File: src/rtl/mem_responder_if.sv
// mem_responder_if: dcache/icache request-response and backing-RAM signals for the memory responder.
interface mem_responder_if;
    logic        dREN, dWEN, dwait, iREN, iwait, ramREN, ramWEN, ramready;
    logic [31:0] daddr, dstore, dload, iaddr, iload, ramaddr, ramstore, ramload;
    logic [15:0] dcount, icount;
    modport slave (
        input  dREN, dWEN, daddr, dstore, iREN, iaddr, ramload, ramready,
        output dwait, dload, iwait, iload, ramREN, ramWEN, ramaddr, ramstore, dcount, icount
    );
    modport master (
        output dREN, dWEN, daddr, dstore, iREN, iaddr, ramload, ramready,
        input  dwait, dload, iwait, iload, ramREN, ramWEN, ramaddr, ramstore, dcount, icount
    );
endinterface

File: src/rtl/mem_responder.sv
// mem_responder: arbitrates dcache and icache onto one backing RAM, one access at a time,
// round-robin between the two sides with two-word data blocks kept atomic.
module mem_responder (
    input logic            CLK,
    input logic            RST,
    mem_responder_if.slave bus
);
    typedef enum logic [1:0] {IDLE, DSERV, ISERV, DLOCK} state_t;
    state_t      state, next_state;
    logic        lastd, d_done, i_done, dreq;
    logic [15:0] dcount, icount;
    assign dreq       = bus.dREN | bus.dWEN;
    assign bus.dcount = dcount;
    assign bus.icount = icount;
    always_ff @(posedge CLK) begin
        if (RST) begin
            state  <= IDLE;
            lastd  <= 1'b0;
            dcount <= '0;
            icount <= '0;
        end else begin
            state <= next_state;
            if (d_done) begin
                dcount <= dcount + 16'd1;
                lastd  <= 1'b1;
            end
            if (i_done) begin
                icount <= icount + 16'd1;
                lastd  <= 1'b0;
            end
        end
    end
    always_comb begin
        next_state   = state;
        d_done       = 1'b0;
        i_done       = 1'b0;
        bus.dwait    = 1'b1;
        bus.iwait    = 1'b1;
        bus.dload    = '0;
        bus.iload    = '0;
        bus.ramREN   = 1'b0;
        bus.ramWEN   = 1'b0;
        bus.ramaddr  = '0;
        bus.ramstore = '0;
        case (state)
            IDLE: next_state = (dreq && !(lastd && bus.iREN)) ? DSERV : bus.iREN ? ISERV : IDLE;
            DSERV: begin
                bus.ramaddr  = bus.daddr;
                bus.ramstore = bus.dstore;
                bus.ramWEN   = bus.dWEN;
                bus.ramREN   = bus.dREN & ~bus.dWEN;
                d_done       = dreq & bus.ramready;
                bus.dwait    = ~d_done;
                bus.dload    = (d_done && !bus.dWEN) ? bus.ramload : '0;
                // an even word opens a two-word block, so hold the RAM for its partner
                next_state   = !dreq ? IDLE : !bus.ramready ? DSERV : bus.daddr[2] ? IDLE : DLOCK;
            end
            ISERV: begin
                bus.ramREN  = 1'b1;
                bus.ramaddr = bus.iaddr;
                i_done      = bus.iREN & bus.ramready;
                bus.iwait   = ~i_done;
                bus.iload   = i_done ? bus.ramload : '0;
                next_state  = (!bus.iREN || bus.ramready) ? IDLE : ISERV;
            end
            DLOCK: next_state = dreq ? DSERV : IDLE;
            default: next_state = IDLE;
        endcase
    end
endmodule
File: src/flat_wrapper.sv
// flat-port wrapper written by rule: the top's interface ports become plain ports
module mem_responder_flat 
  (CLK, RST, bus_dREN, bus_dWEN, bus_daddr, bus_dstore, bus_iREN, bus_iaddr, bus_ramload, bus_ramready, bus_dwait, bus_dload, bus_iwait, bus_iload, bus_ramREN, bus_ramWEN, bus_ramaddr, bus_ramstore, bus_dcount, bus_icount);
  mem_responder_if bus_i ();
  input logic CLK;
  input logic RST;
  input wire logic [$bits(bus_i.dREN)-1:0] bus_dREN;
  input wire logic [$bits(bus_i.dWEN)-1:0] bus_dWEN;
  input wire logic [$bits(bus_i.daddr)-1:0] bus_daddr;
  input wire logic [$bits(bus_i.dstore)-1:0] bus_dstore;
  input wire logic [$bits(bus_i.iREN)-1:0] bus_iREN;
  input wire logic [$bits(bus_i.iaddr)-1:0] bus_iaddr;
  input wire logic [$bits(bus_i.ramload)-1:0] bus_ramload;
  input wire logic [$bits(bus_i.ramready)-1:0] bus_ramready;
  output wire logic [$bits(bus_i.dwait)-1:0] bus_dwait;
  output wire logic [$bits(bus_i.dload)-1:0] bus_dload;
  output wire logic [$bits(bus_i.iwait)-1:0] bus_iwait;
  output wire logic [$bits(bus_i.iload)-1:0] bus_iload;
  output wire logic [$bits(bus_i.ramREN)-1:0] bus_ramREN;
  output wire logic [$bits(bus_i.ramWEN)-1:0] bus_ramWEN;
  output wire logic [$bits(bus_i.ramaddr)-1:0] bus_ramaddr;
  output wire logic [$bits(bus_i.ramstore)-1:0] bus_ramstore;
  output wire logic [$bits(bus_i.dcount)-1:0] bus_dcount;
  output wire logic [$bits(bus_i.icount)-1:0] bus_icount;
  assign bus_i.dREN = bus_dREN;
  assign bus_i.dWEN = bus_dWEN;
  assign bus_i.daddr = bus_daddr;
  assign bus_i.dstore = bus_dstore;
  assign bus_i.iREN = bus_iREN;
  assign bus_i.iaddr = bus_iaddr;
  assign bus_i.ramload = bus_ramload;
  assign bus_i.ramready = bus_ramready;
  assign bus_dwait = bus_i.dwait;
  assign bus_dload = bus_i.dload;
  assign bus_iwait = bus_i.iwait;
  assign bus_iload = bus_i.iload;
  assign bus_ramREN = bus_i.ramREN;
  assign bus_ramWEN = bus_i.ramWEN;
  assign bus_ramaddr = bus_i.ramaddr;
  assign bus_ramstore = bus_i.ramstore;
  assign bus_dcount = bus_i.dcount;
  assign bus_icount = bus_i.icount;
  mem_responder u_core (.CLK(CLK), .RST(RST), .bus(bus_i));
endmodule
File: config.mk
export PLATFORM = sky130hd
export DESIGN_NAME = mem_responder_flat
export DESIGN_NICKNAME = d
export VERILOG_FILES = /design/src/rtl/mem_responder_if.sv /design/src/rtl/mem_responder.sv /design/src/flat_wrapper.sv
export SDC_FILE = /design/constraint.sdc
export NUM_CORES = 1
export LEC_CHECK = 0
export CORE_AREA = 2 2 117 119
export DETAILED_ROUTE_END_ITERATION = 10
export DIE_AREA = 0 0 119 121
export DONT_BUFFER_PORTS = 1
export PLACE_DENSITY = 0.37
export SLEW_MARGIN = 15
export SYNTH_ARGS = -nofsm -noshare
export SYNTH_HDL_FRONTEND = slang
export SYNTH_SLANG_ARGS = --single-unit
File: constraint.sdc
create_clock -name CLK -period 5.5 [get_ports CLK]
set_input_delay 0.55 -clock CLK [delete_from_list [all_inputs] [get_ports CLK]]
set_output_delay 0.55 -clock CLK [all_outputs]
set_load 0.01 [all_outputs]
# == Word level (Yosys, flattened, before mapping) ==
# Cells that the tools add are included.
# word_totals
ff_bits,35
in_bits,134
out_inout_bits,164
elab_cells,45
# op_classes
n_addsub,2
n_eq_ne,3
n_mux,20
bitwise_logic,7
n_reduce_logical,9
# op_table
op,n
two-way mux 32 bit,5
case mux 32 bit (2 select lines),1
adder 16 x 1 -> 16 bit (second input constant),2
two-way mux 2 bit,6
case mux 2 bit (4 select lines),1
two-way mux 1 bit,6
equality test 2 bit (second input constant),2
AND 1 bit,3
logical AND 1 bit,3
zero test 1 bit,3
inverter 1 bit,3
equality test 2 x 1 -> 1 bit (second input constant),1
zero test 2 bit,1
case mux 1 bit (2 select lines),1
OR reduction 2 bit,1
logical OR 1 bit,1
bitwise OR 1 bit,1

# == Longest topological paths before layout ==
# Gate-level depths: netlist of run 1.
# depth
word_depth,5
mapped_depth,8
depth_no_buf,6

# == Least setup slack after synthesis of run 1 ==
# OpenSTA, ideal clock, no wires.
# synth_path
path_type,register -> output
start,reg u_core.state[0]
end,out bus_iload[22]
arrival_time_ns,1.507
t_required_ns,4.950
slack_ns,3.443
path_stages_with_launch,8
n_path_buf,3
cell_sequence,dfxtp_1 > inv_1 > ha_1 > buf_2 > and3_2 > clkbuf_1 > clkbuf_1 > and2_1
# synth_between
elab_chain_cells,2
# synth_rtl
element,line,source
"start, declared",mem_responder.sv:9,"state_t state, next_state;"
"start signal, assigned",mem_responder.sv:22,state <= next_state;
equality test 2 bit,mem_responder.sv:45,case (state)
two-way mux 32 bit,mem_responder.sv:45,
"end, declared",flat_wrapper.sv:18,output wire logic [$bits(bus_i.iload)-1:0] bus_iload;
# No other way between the ends.

# == Final worst setup path of run 1 ==
# layout_path
start,reg u_core.state[0]
end,out bus_iload[25]
# The elaborated chain is that of the path after synthesis.

==> results of run 1 <==
[critical path, delay by kind of cell (launching register included)]
| family | cells | cell delay [ns] |
|---|---|---|
| DFF | 1 | 0.34 |
| buffers and inverters | 1 | 0.11 |
| and+or+nand+nor | 2 | 0.94 |
| adders and majority gates | 1 | 0.61 |
[power by group through the flow]
stage	clock, W	sequential, W	combinational (W)
after detailed placement	0	0.000269	0.000210
after global placement	0	0.000269	0.000208
after global routing	0.000303	0.000264	0.000226
final	0.000280	0.000263	0.000208
after floorplan	0	0.000268	0.000171
after CTS	0.000289	0.000264	0.000212
[final timing paths]
kind                                            startpoint                            endpoint  slack [ns]  depth (start not counted)
worst max-delay path            u_core.state[0]$_SDFF_PP0_                       bus_iload[25]        2.67                          4
worst min-delay path                                   RST   u_core.bus.dcount[3]$_SDFFE_PP0P_        0.35                          1
worst min register to register   u_core.lastd$_SDFFE_PP0P_           u_core.lastd$_SDFFE_PP0P_        0.46                          2
worst max register to register  u_core.state[0]$_SDFF_PP0_  u_core.bus.icount[13]$_SDFFE_PP0P_        2.97                          6
[metrics by stage]
step                      utilization  cells  setup WS [ns]
after floorplan                     -    375           3.44
after global placement          0.226    524           2.67
after detailed placement        0.226    524           2.56
after CTS                       0.236    532           2.24
after global routing            0.237    533           2.50
final                           0.237    533           2.67
[kinds of logic after synthesis]
family          Yosys count  synth area share
compound gates           56             0.137
simple gates            216             0.452
buf+inv                  36            0.0516
xor+xnor                 19            0.0586
flops                    35             0.247
fa+ha+maj                 8            0.0353
mux                       5            0.0190
[final cells by class]
type / count / area [µm²] / share of cell area
Antenna cell: 1 / 2.50 / 0.000808
Clock buffer: 6 / 129 / 0.0416
Clock inverter: 2 / 12.5 / 0.00404
Inverter: 8 / 30.0 / 0.00969
Multi-Input combinational cell: 304 / 2000 / 0.644
Sequential cell: 35 / 701 / 0.226
Tap cell: 176 / 220 / 0.0711
Timing Repair Buffer: 1 / 7.51 / 0.00242
[flip-flops by register name (all words and copies together) (netlist names)]
register           cells
u_core.bus.dcount     16
u_core.bus.icount     16
u_core.state           2
u_core.lastd           1
[layout by cell type (no fill, tap or decap), types with 2 or more instances in the layout]
| cell type | netlist | final |
|---|---|---|
| o211ai_1 | 2 | 2 |
| nand3_1 | 10 | 10 |
| and4_1 | 4 | 4 |
| mux2_2 | 3 | 3 |
| or4_1 | 4 | 4 |
| nand4_1 | 8 | 8 |
| inv_1 | 8 | 8 |
| xor2_1 | 9 | 9 |
| o31ai_1 | 4 | 4 |
| nor2_1 | 28 | 28 |
| and3_1 | 3 | 3 |
| o21ai_0 | 4 | 4 |
| ha_1 | 8 | 6 |
| nor4_1 | 4 | 4 |
| nand2_1 | 8 | 8 |
| mux2i_1 | 2 | 2 |
| dfxtp_1 | 35 | 35 |
| a22oi_1 | 32 | 32 |
| ha_2 | 0 | 2 |
| a21oi_1 | 8 | 8 |
| or3_1 | 2 | 2 |
| nor2b_1 | 36 | 36 |
| a211oi_1 | 3 | 3 |
| clkbuf_16 | 0 | 5 |
| nor3_1 | 5 | 5 |
| xnor2_1 | 10 | 10 |
| and2_1 | 98 | 98 |
[routing by layer]
metal | vias up | part of all wire
li1 | 1240 | -
met5 | - | 0
met3 | 10 | 0.094
met1 | 1245 | 0.42
met4 | 0 | 0.014
met2 | 146 | 0.47
==> metrics.txt, run 1 <==
Clock Pin Slew Worst Setup and Hold Paths roughly 0.060 ns; DR WL/cell 21.3 µm; Yosys reg bits 35; synth unique cells 37; dpl hpwl 9.22 mm; Core Area between 0.01 and 0.015 mm²; global-route met2 utilization 0.223; DR vias/cell 4.95; Final setup viols 0; Post-synth ARST share 0; htree depth 2; final worst path period need 2.83 ns; grt ovf 0; Starting Density 0.217; max_cap viols 0; Comb pwr share 0.277; sequential power share 0.351; most frequent cell after synthesis and2_1; Hold WS 0.349 ns; gr usage total 0.142; area leader, netlist dfxtp_1; Total Routed Length 11.3 mm; required time of the critical path 4.95 ns; die boundary width 119 µm; clk_lat worst skew 0.28 ns; Mapped Cells between 300 and 400; GRT Max-Usage Layer met2; Warnings, synthesis 0; global-route wire length before repair between 15 and 20 mm; Die ar. roughly 0.014 mm²; # clock sinks 35; status complete, no violations; Worst EP arrival 2.28 ns; met3 Usage GRT 0.0602; cells along the critical path inv_1 > ha_2 > and3_2 > and2_1; LEAKAGE 1.04 nW; CTS Buf Count 5; Fill cells 1,493; Setup Buffers After CTS 0; Power per Cell Area 243 mW/mm²; post-synth net total about 520; RePlAce Congestion 0.791; Clk pwr share 0.372; CP max stage cell and3_2; max incr delay on CP 0.65 ns; switching share of total power 0.338; total power between 0.0007 and 0.0008 W; final non-filler cell area 0.00310 mm²; CTS Root Cell clkbuf_16; cell area after synthesis 0.00284 mm²; largest net degree at the start of global routing 67; peak supply drop approximately 90 µV; # IOs around 300; antenna violations before repair 1; top cells by count, synth and2_1 (98), nor2b_1 (36), dfxtp_1 (35); nets@finish 497; Internal Power 0.000497 W; crit path launch type flop; critical path type reg -> out; net load switching power around 0.00025 W; RSZ-0062 raised after global routing false; DRC 0; slew margin rel. 0.341; FMAX between 0.3 and 0.4 GHz; Post-synth EDFFs 0; post-CTS sizing 0; CTS Hold Bufs 0; met1 GRT Util 0.181; Least-Margin Pin Slew 0.989 ns; DIE HEIGHT 121 µm; final worst-path cycle share 0.514; layout cell share with drive strength beyond 1 0.0506; most common flop cell mapped by yosys dfxtp_1; Setup crit end kind output port; Syn Area/Cell 7.57 µm²; Seq/Total Area, Yosys 0.247; main area contributors after synthesis dfxtp_1 (25%), and2_1 (22%), a22oi_1 (8.5%); IO buf count 0; Area Overhead vs Synth 9.17%; DR vias around 2.6k; Final TNS setup 0 ns; row cnt 42; Worst Clk Skew 0.00571 ns; clk buf depth 2; Worst Hold Class in -> reg; Final Hold Viols 0; Max Fanout on Critical Path 36; top cell type's share of synthesized area 0.247; 1st-iter DRT viols 111; post-route ant nets 0; vias in the first global route 2,438; Initial DRT Pass Iterations 4; Area after DPL 0.00295 mm²; max-slew violations 0; CTS tree yes
Note: power is estimated with default switching activity, not from simulation.
==> run 2: changes to the inputs <==
--- a/config.mk
+++ b/config.mk
@@ -9,7 +9,7 @@
 export DETAILED_ROUTE_END_ITERATION = 10
 export DIE_AREA = 0 0 119 121
 export DONT_BUFFER_PORTS = 1
-export PLACE_DENSITY = 0.37
+export PLACE_DENSITY = 0.38
 export SLEW_MARGIN = 15
 export SYNTH_ARGS = -nofsm -noshare
 export SYNTH_HDL_FRONTEND = slang
==> constraint.sdc (replaced) <==
create_clock -name CLK -period 2.6 [get_ports CLK]
set_input_delay 0.26 -clock CLK [delete_from_list [all_inputs] [get_ports CLK]]
set_output_delay 0.26 -clock CLK [all_outputs]
set_load 0.01 [all_outputs]
==> metrics.txt, run 2 (synthesized netlist as in run 1, its figures left out) <==
status complete, no violations; Clock Pin Slew Worst Setup and Hold Paths 0.06 ns (about the same); DR vias 2,652 (+0.42%); largest net degree at the start of global routing 40 (-40%); RePlAce Congestion 0.836 (+5.6%); Fill cells 1,454 (-2.6%); Starting Density 0.217 (unchanged); Worst EP arrival 2.10 ns (-0.18 ns); die boundary width 119 µm (unchanged); max incr delay on CP 0.59 ns (-0.06 ns); Final setup viols 0 (unchanged); RSZ-0062 raised after global routing false; post-route ant nets 0 (unchanged); max-slew violations 0 (unchanged); row cnt 42 (unchanged); CTS tree yes; CTS Root Cell clkbuf_16; slew margin rel. 0.662 (+0.321); post-CTS sizing 0 (unchanged); max_cap viols 0 (unchanged); LEAKAGE 1.08 nW (+4.7%); IO buf count 0 (unchanged); worst path bufs/invs 2 (+1); FMAX around 0.42 GHz; Power per Cell Area 521 mW/mm² (+110%); Setup crit end kind output port; Comb pwr share 0.280 (+0.003); CP max stage cell and3_2; layout cell share with drive strength beyond 1 0.0661 (+0.0156); crit path launch type flop; # IOs 298 (unchanged); FF/Latch Area 701 µm² (unchanged); Largest delay share family, worst path simple AND/OR/NAND/NOR gates; Top Registers u_core.bus.dcount x16, u_core.bus.icount x16, u_core.state x2; DR vias/cell 4.92 (-0.70%); global-route wire length before repair 15.6 mm (-1.4%); htree depth 2 (unchanged); dpl hpwl 9.43 mm (+2.3%); clk buf depth 2 (unchanged); DR WL/cell 21.2 µm (-0.23%); R2R Setup Slk 0.59 ns (-2.38 ns); net load switching power 0.000526 W (+110%); CTS Hold Bufs 0 (unchanged); 1st-iter DRT viols 132 (+19%); Least-Margin Pin Slew 0.507 ns (-0.482 ns); Die ar. 0.0144 mm² (unchanged); Total Routed Length 11.4 mm (+0.89%); critical path type reg -> out; Worst Clk Skew 0.00329 ns (-0.00242 ns); DIE HEIGHT 121 µm (unchanged); required time of the critical path 2.34 ns (-2.61 ns); sequential power share 0.337 (-0.014); Core Area 0.0131 mm² (unchanged); Worst Hold Class in -> reg; Final TNS setup 0 ns (unchanged); Area Overhead vs Synth 11.4%; Ant. Diodes 0 (-1); Internal Power 0.00112 W (+130%); commonest non-fill, non-tap cells in the layout and2_1 (98), nor2b_1 (36), dfxtp_1 (35), a22oi_1 (32), nor2_1 (28); CTS Buf Count 5 (unchanged); Max Fanout on Critical Path 36 (unchanged); gr usage total 0.142 (-0.000142); Setup Buffers After CTS 0 (unchanged); vias in the first global route 2,501 (+2.6%); final worst path period need 2.36 ns; multi-input logic area 0.00199 mm² (-0.13%); final worst-path cycle share 0.908; Final Hold Viols 0 (unchanged); Clk pwr share 0.383 (+0.011); DRC 0 (unchanged); grt ovf 0 (unchanged); switching share of total power 0.320 (-0.0188); post-layout util 0.242 (+0.00478); nets@finish 504 (+1.4%); commonest non-fill, non-tap cell in the layout and2_1; antenna violations before repair 0 (-1); clk_lat worst skew 0.27 ns (about the same); cells along the critical path inv_1 > ha_1 > buf_4 > and3_2 > and2_1; # clock sinks 35 (unchanged); Initial DRT Pass Iterations 4 (unchanged); peak supply drop 195 µV (+110%)
## run 2: changes by cell type in the layout (fill, tap and decap cells not counted)
cell and change:
buf_4 +7, ha_1 +1, clkbuf_8 +2, clkinvlp_4 -1, clkinv_2 -1, diode_2 -1
ha_2 -1
## run 2: power by group through the flow
stage / Combinational [W] / Sequential (W) / Clock [W]
2_1_floorplan: 0.000363 / 0.000566 / 0
3_3_place_gp: 0.000461 / 0.000566 / 0
4_1_cts: 0.000469 / 0.000555 / 0.000660
3_5_place_dp: 0.000466 / 0.000566 / 0
6_report: 0.000461 / 0.000554 / 0.000630
5_1_grt: 0.000498 / 0.000556 / 0.000683
## run 2: final timing paths
| check | from | endpoint | cells past startpoint |
|---|---|---|---|
| min | RST | u_core.bus.dcount[10]$_SDFFE_PP0P_ | 1 |
| max reg2reg | u_core.state[1]$_SDFF_PP0_ | u_core.bus.dcount[12]$_SDFFE_PP0P_ | 7 |
| max | u_core.state[0]$_SDFF_PP0_ | bus_iload[3] | 5 |
| min reg2reg | u_core.lastd$_SDFFE_PP0P_ | u_core.lastd$_SDFFE_PP0P_ | 2 |
## run 2: per-layer routing
metal  track usage  vias up  part of all wire
met5             0        -                 0
met4        0.0461        0             0.023
met3        0.0470       14             0.082
met2         0.228      152              0.48
met1         0.179     1240              0.42
li1              -     1246                 -
## run 2: final cells by class
class,count,share of cell area
Timing Repair Buffer,8,0.0190
Multi-Input combinational cell,304,0.631
Tap cell,176,0.0697
Sequential cell,35,0.222
Clock buffer,8,0.0495
Inverter,8,0.00950
## run 2: per-stage QoR
| stage | setup WS [ns] | instances | power (W) | hold WS, ns | instance area, µm² |
|---|---|---|---|---|---|
| after global placement | 0.587 | 531 | 0.00103 | 0.338 | 3000 |
| after detailed placement | 0.540 | 531 | 0.00103 | 0.339 | 3000 |
| after floorplan | 0.815 | 375 | 0.000929 | 0.427 | 2840 |
| after global routing | 0.0719 | 539 | 0.00174 | 0.0420 | 3160 |
| final | 0.239 | 539 | 0.00165 | 0.0573 | 3160 |
| after CTS | 0.231 | 539 | 0.00168 | 0.0471 | 3160 |
==> patch 1, RTL diff (flow settings as in run 2) <==
Reset style: asynchronous (`RST`), changed in one clocked block.
--- a/src/rtl/mem_responder.sv
+++ b/src/rtl/mem_responder.sv
@@ -13,5 +13,5 @@
     assign bus.dcount = dcount;
     assign bus.icount = icount;
-    always_ff @(posedge CLK) begin
+    always_ff @(posedge CLK or posedge RST) begin
         if (RST) begin
             state  <= IDLE;
Function: differs if RST is asserted again (counterexample within 4 cycles, from zero or initial values and one cycle with RST high); with RST held inactive, the same outputs for 10 cycles.
==> patch 1 against run 2 <==
Worst setup slack better by 240 ps. Die area stayed put. Design area grew 2.7%. Synthesized cell count down 11%. Sequential cell count unchanged. Synthesized area grew 0.31%. Sequential share of layout area rose by 4.8 points. Routed wire length shrank 4.5%. Non-clock buffer count is 2 higher. Critical endpoint is now bus_dload[4].
Power is not compared: it rests on default switching activity, and its combinational part moved more than twofold at a synthesized area within 25%.
==> patch 1: results (changes against run 2) <==
stage,metric,value,unit,change
synth,Synth cell types,33,,-11%
synth,ys async rst share,100,%,+100 points
synth,sequential area share after synthesis,30.8,%,+6.1 points
clocking,# hold bufs at CTS,1,,+1
detailed_routing,final wirelength,10.9,mm,-4.5%
synth,adder-cell share of the synthesized area,3.52,%,-0.011 points
synth,post-synthesis compound-gate area fraction,11.6,%,-2.1 points
synth,multiplexer area fraction after synthesis,0.396,%,-1.5 points
critical_path,arrival time worst endpoint,1860,ps,-240 ps
finish,Final nets,470,,-6.7%
timing,Setup Skew,9.70,ps,+6.41 ps
synth,Synth area leaders,"dfrtp_1, and2_1, a22oi_1",,
critical_path,worst-path maximum fanout,32,,-11%
timing,post-layout worst setup margin,479,ps,+240 ps
finish,register area,876,µm²,+25%
critical_path,Worst path max stage delay,420,ps,-170 ps
synth,Synth Flop Type,dfrtp_1,,
finish,area of the multi-input gates,1870,µm²,-6.3%
global_route,global-route wire length before repair,15.3,mm,-2.4%
critical_path,R2R depth,6,,-1
finish,layout cell share with drive strength beyond 1,7.90,%,+1.3 points
finish,Seq cells,35,,unchanged
global_route,total global-route track usage,14.1,%,-0.089 points
hold_path,Hold EP,u_core.state[0],,
timing,max_slew headroom,69.5,%,+3.3 points
synth,syn nets,475,,-8.1%
finish,Buffers excl. clock,10,,+2
finish,clock buffers,6,,-2
critical_path,launch point of the worst reg-to-reg path,u_core.state[0],,
placement,Placer Congestion,0.854,,+2.2%
critical_path,crit-path leading delay family,simple AND/OR/NAND/NOR gates,,
critical_path,worst setup path end,bus_dload[4],,
finish,clock-cell share of area,5.36,%,+0.41 points
finish,inverters,5,,-3
critical_path,CP max-delay cell,dfrtp_1,,
synth,Post-synth top cells,"and2_1, dfrtp_1, nor2b_1, a22oi_1, clkbuf_1",,
finish,non-clk buf share,2.78,%,+0.88 points
critical_path,Reg2Reg Setup Slack,710,ps,+120 ps
hold_path,hold wc startpoint,bus_iREN,,
detailed_routing,DR pass1 iterations,6,,+2
finish,Fillers,1418,,-2.5%
critical_path,worst r2r dst,u_core.bus.icount[14],,
run_status,status,finished clean,,
finish,multi-input gate count,271,,-11%
placement,Post-DP HPWL,9.16,mm,-2.8%
synth,XOR/XNOR share of the synthesized area,9.23,%,+3.4 points
-- patch 1: cell count changes after synthesis, sizes merged, moves of 6 or more --
cell / change
dfrtp: +35
dfxtp: -35
nor2: -19
nand2: +7
xnor2: +7
a21oi: -6
nand3: +6
-- patch 1: per-stage QoR --
step | area (µm²) | hold WS [ps] | utilization (%) | instances
after detailed placement | 3060 | 290 | 23.4 | 496
after floorplan | 2850 | 366 | - | 333
after CTS | 3250 | 76.0 | 24.8 | 505
after global placement | 3060 | 291 | 23.4 | 496
after global routing | 3250 | 103 | 24.8 | 505
final | 3250 | 80.9 | 24.8 | 505
-- patch 1: where the power goes --
group	switching, W	total (W)	internal [W]
combinational	0.000980	0.00155	0.000573
clock	0.000228	0.000704	0.000476
sequential	0.000155	0.000779	0.000624
-- patch 1: metal layers --
layer | vias up | global-route usage [%] | part of all wire, %
met4 | 0 | 4.69 | 1.8
li1 | 1107 | - | -
met3 | 10 | 3.38 | 8.8
met1 | 1152 | 14.6 | 36
met2 | 196 | 27.6 | 54
met5 | - | 0 | 0
==> patch 2, RTL diff (settings of run 2) <==
Made on the original files. The 4 states of `state_t` get a Gray code encoding in 2 bits.
--- a/src/rtl/mem_responder.sv
+++ b/src/rtl/mem_responder.sv
@@ -6,5 +6,5 @@
     mem_responder_if.slave bus
 );
-    typedef enum logic [1:0] {IDLE, DSERV, ISERV, DLOCK} state_t;
+    typedef enum logic [1:0] {IDLE = 2'b00, DSERV = 2'b01, ISERV = 2'b11, DLOCK = 2'b10} state_t;
     state_t      state, next_state;
     logic        lastd, d_done, i_done, dreq;
Formal check against the unedited RTL: same outputs for any inputs over 10 cycles, from zero or initial values and one cycle with RST high; not proved beyond that.
==> patch 2 against run 2 <==
Routed wire length shrank 15%. Design area is essentially flat. Worst setup slack improved by 350 ps. Synthesized area up 0.97%. Count of clock-buffer cells in the layout shrank 2. First-iteration DRC count fell by 5.3%. Maximum frequency is 17% higher. Total power fell by 11%. Register-to-register slack is essentially flat. Sequential cell count stayed put. Largest power group unchanged.
==> patch 2: results (changes against run 2) <==
stage,metric,value,unit,change
global_route,met1 global-route usage,15.3,%,-2.6 points
detailed_routing,final wirelength,9.72,mm,-15%
global_route,via count of the first global-routing pass,2376,,-5.0%
clocking,Post-CTS Resized,0,,unchanged
synth,adder-cell share of the synthesized area,0.873,%,-2.7 points
critical_path,worst r2r dst,u_core.bus.dcount[14],,
placement,Inst Count DP,534,,+0.56%
synth,Synth cell types,38,,+2.7%
global_route,initial antenna violation count,0,,unchanged
synth,Post-synth top cells,"and2_1, nor2b_1, and3_1, dfxtp_1, mux2i_1",,
synth,Synth Flop Type,dfxtp_1,,
detailed_routing,DR WL/cell,18.0,µm,-15%
placement,pre-CTS setup slack,580,ps,+40.6 ps
placement,Post-DP Area,3020,µm²,+0.46%
power_and_ir_drop,Max VDD drop,0.000185,V,-4.9%
critical_path,Reg2Reg Setup Slack,590,ps,about the same
synth,synth warn,0,,unchanged
global_route,M3 GR Usage,2.58,%,-2.1 points
timing,final hold slack,46.2,ps,-11.2 ps
critical_path,worst-path maximum fanout,40,,+11%
finish,layout cell share with drive strength beyond 1,4.93,%,-1.7 points
critical_path,kind of critical path,flop to flop,,
global_route,largest net degree at the start of global routing,41,,+2.5%
finish,Fillers,1445,,-0.62%
clocking,CTS HTree Levels,2,,unchanged
synth,Synth area leaders,"dfxtp_1, and2_1, mux2i_1",,
hold_path,hold wc startpoint,RST,,
critical_path,launch point of the worst reg-to-reg path,u_core.state[0],,
synth,Post-Syn Area per Cell,7.52,µm²,-0.62%
detailed_routing,vias per cell,4.95,,+0.64%
timing,max_slew headroom,55.1,%,-11 points
detailed_routing,WL met3,698,µm,-25%
synth,post-synthesis compound-gate area fraction,6.55,%,-7.2 points
synth,sequential area share after synthesis,24.5,%,-0.24 points
detailed_routing,WL met2,4.73,mm,-13%
global_route,total global-route track usage,12.0,%,-2.2 points
clocking,"Reg clk slew, reported paths",60,ps,about the same
detailed_routing,Starting DRT DRC Count,125,,-5.3%
run_status,status,finished clean,,
placement,Placer Congestion,0.836,,about the same
critical_path,arrival time worst endpoint,2220,ps,+120 ps
global_route,met2 GRT Util,20.1,%,-2.8 points
critical_path,R2R depth,6,,-1
timing,Setup Skew,9.74,ps,+6.45 ps
hold_path,Hold EP,u_core.bus.icount[0],,
synth,XOR/XNOR share of the synthesized area,5.20,%,-0.67 points
power_and_ir_drop,leak pwr,1.20,nW,+11%
clocking,# hold bufs at CTS,0,,unchanged
finish,Final nets,501,,-0.60%
timing,crit share post-route,77.3,%,-14 points
clocking,number of buffers created by CTS,5,,unchanged
synth,multiplexer area fraction after synthesis,12.0,%,+10 points
placement,Post-DP HPWL,7.90,mm,-16%
detailed_routing,met1 WL,4.06,mm,-15%
global_route,global-route wire length before repair,13.5,mm,-14%
placement,Buffers on Ports,0,,unchanged
synth,ys async rst share,0,%,unchanged
patch 2: power breakdown:
| part | switching (W) | total [W] | internal (W) |
|---|---|---|---|
| sequential | 0.00000723 | 0.000551 | 0.000544 |
| clock | 0.000217 | 0.000590 | 0.000374 |
| combinational | 0.000200 | 0.000316 | 0.000117 |
patch 2: kinds of logic after synthesis:
logic type / after synthesis
xor+xnor: 17
flops: 35
compound gates: 33
buf+inv: 38
simple gates: 222
fa+ha+maj: 2
mux: 34
patch 2: worst max-delay path: stages (launching register included):
cell,delay (ps)
dfxtp_1,330
buf_4,290
and3b_1,210
buf_4,290
nand2_1,180
or4_1,490
a21oi_1,140
patch 2: cell type report:
cell class | instances | area (µm²) | area share, %
Clock buffer | 6 | 139 | 4.39
Clock inverter | 1 | 5.00 | 0.158
Inverter | 9 | 36.3 | 1.15
Multi-Input combinational cell | 308 | 2010 | 63.7
Sequential cell | 35 | 702 | 22.2
Tap cell | 176 | 220 | 6.96
Timing Repair Buffer | 6 | 45.0 | 1.42
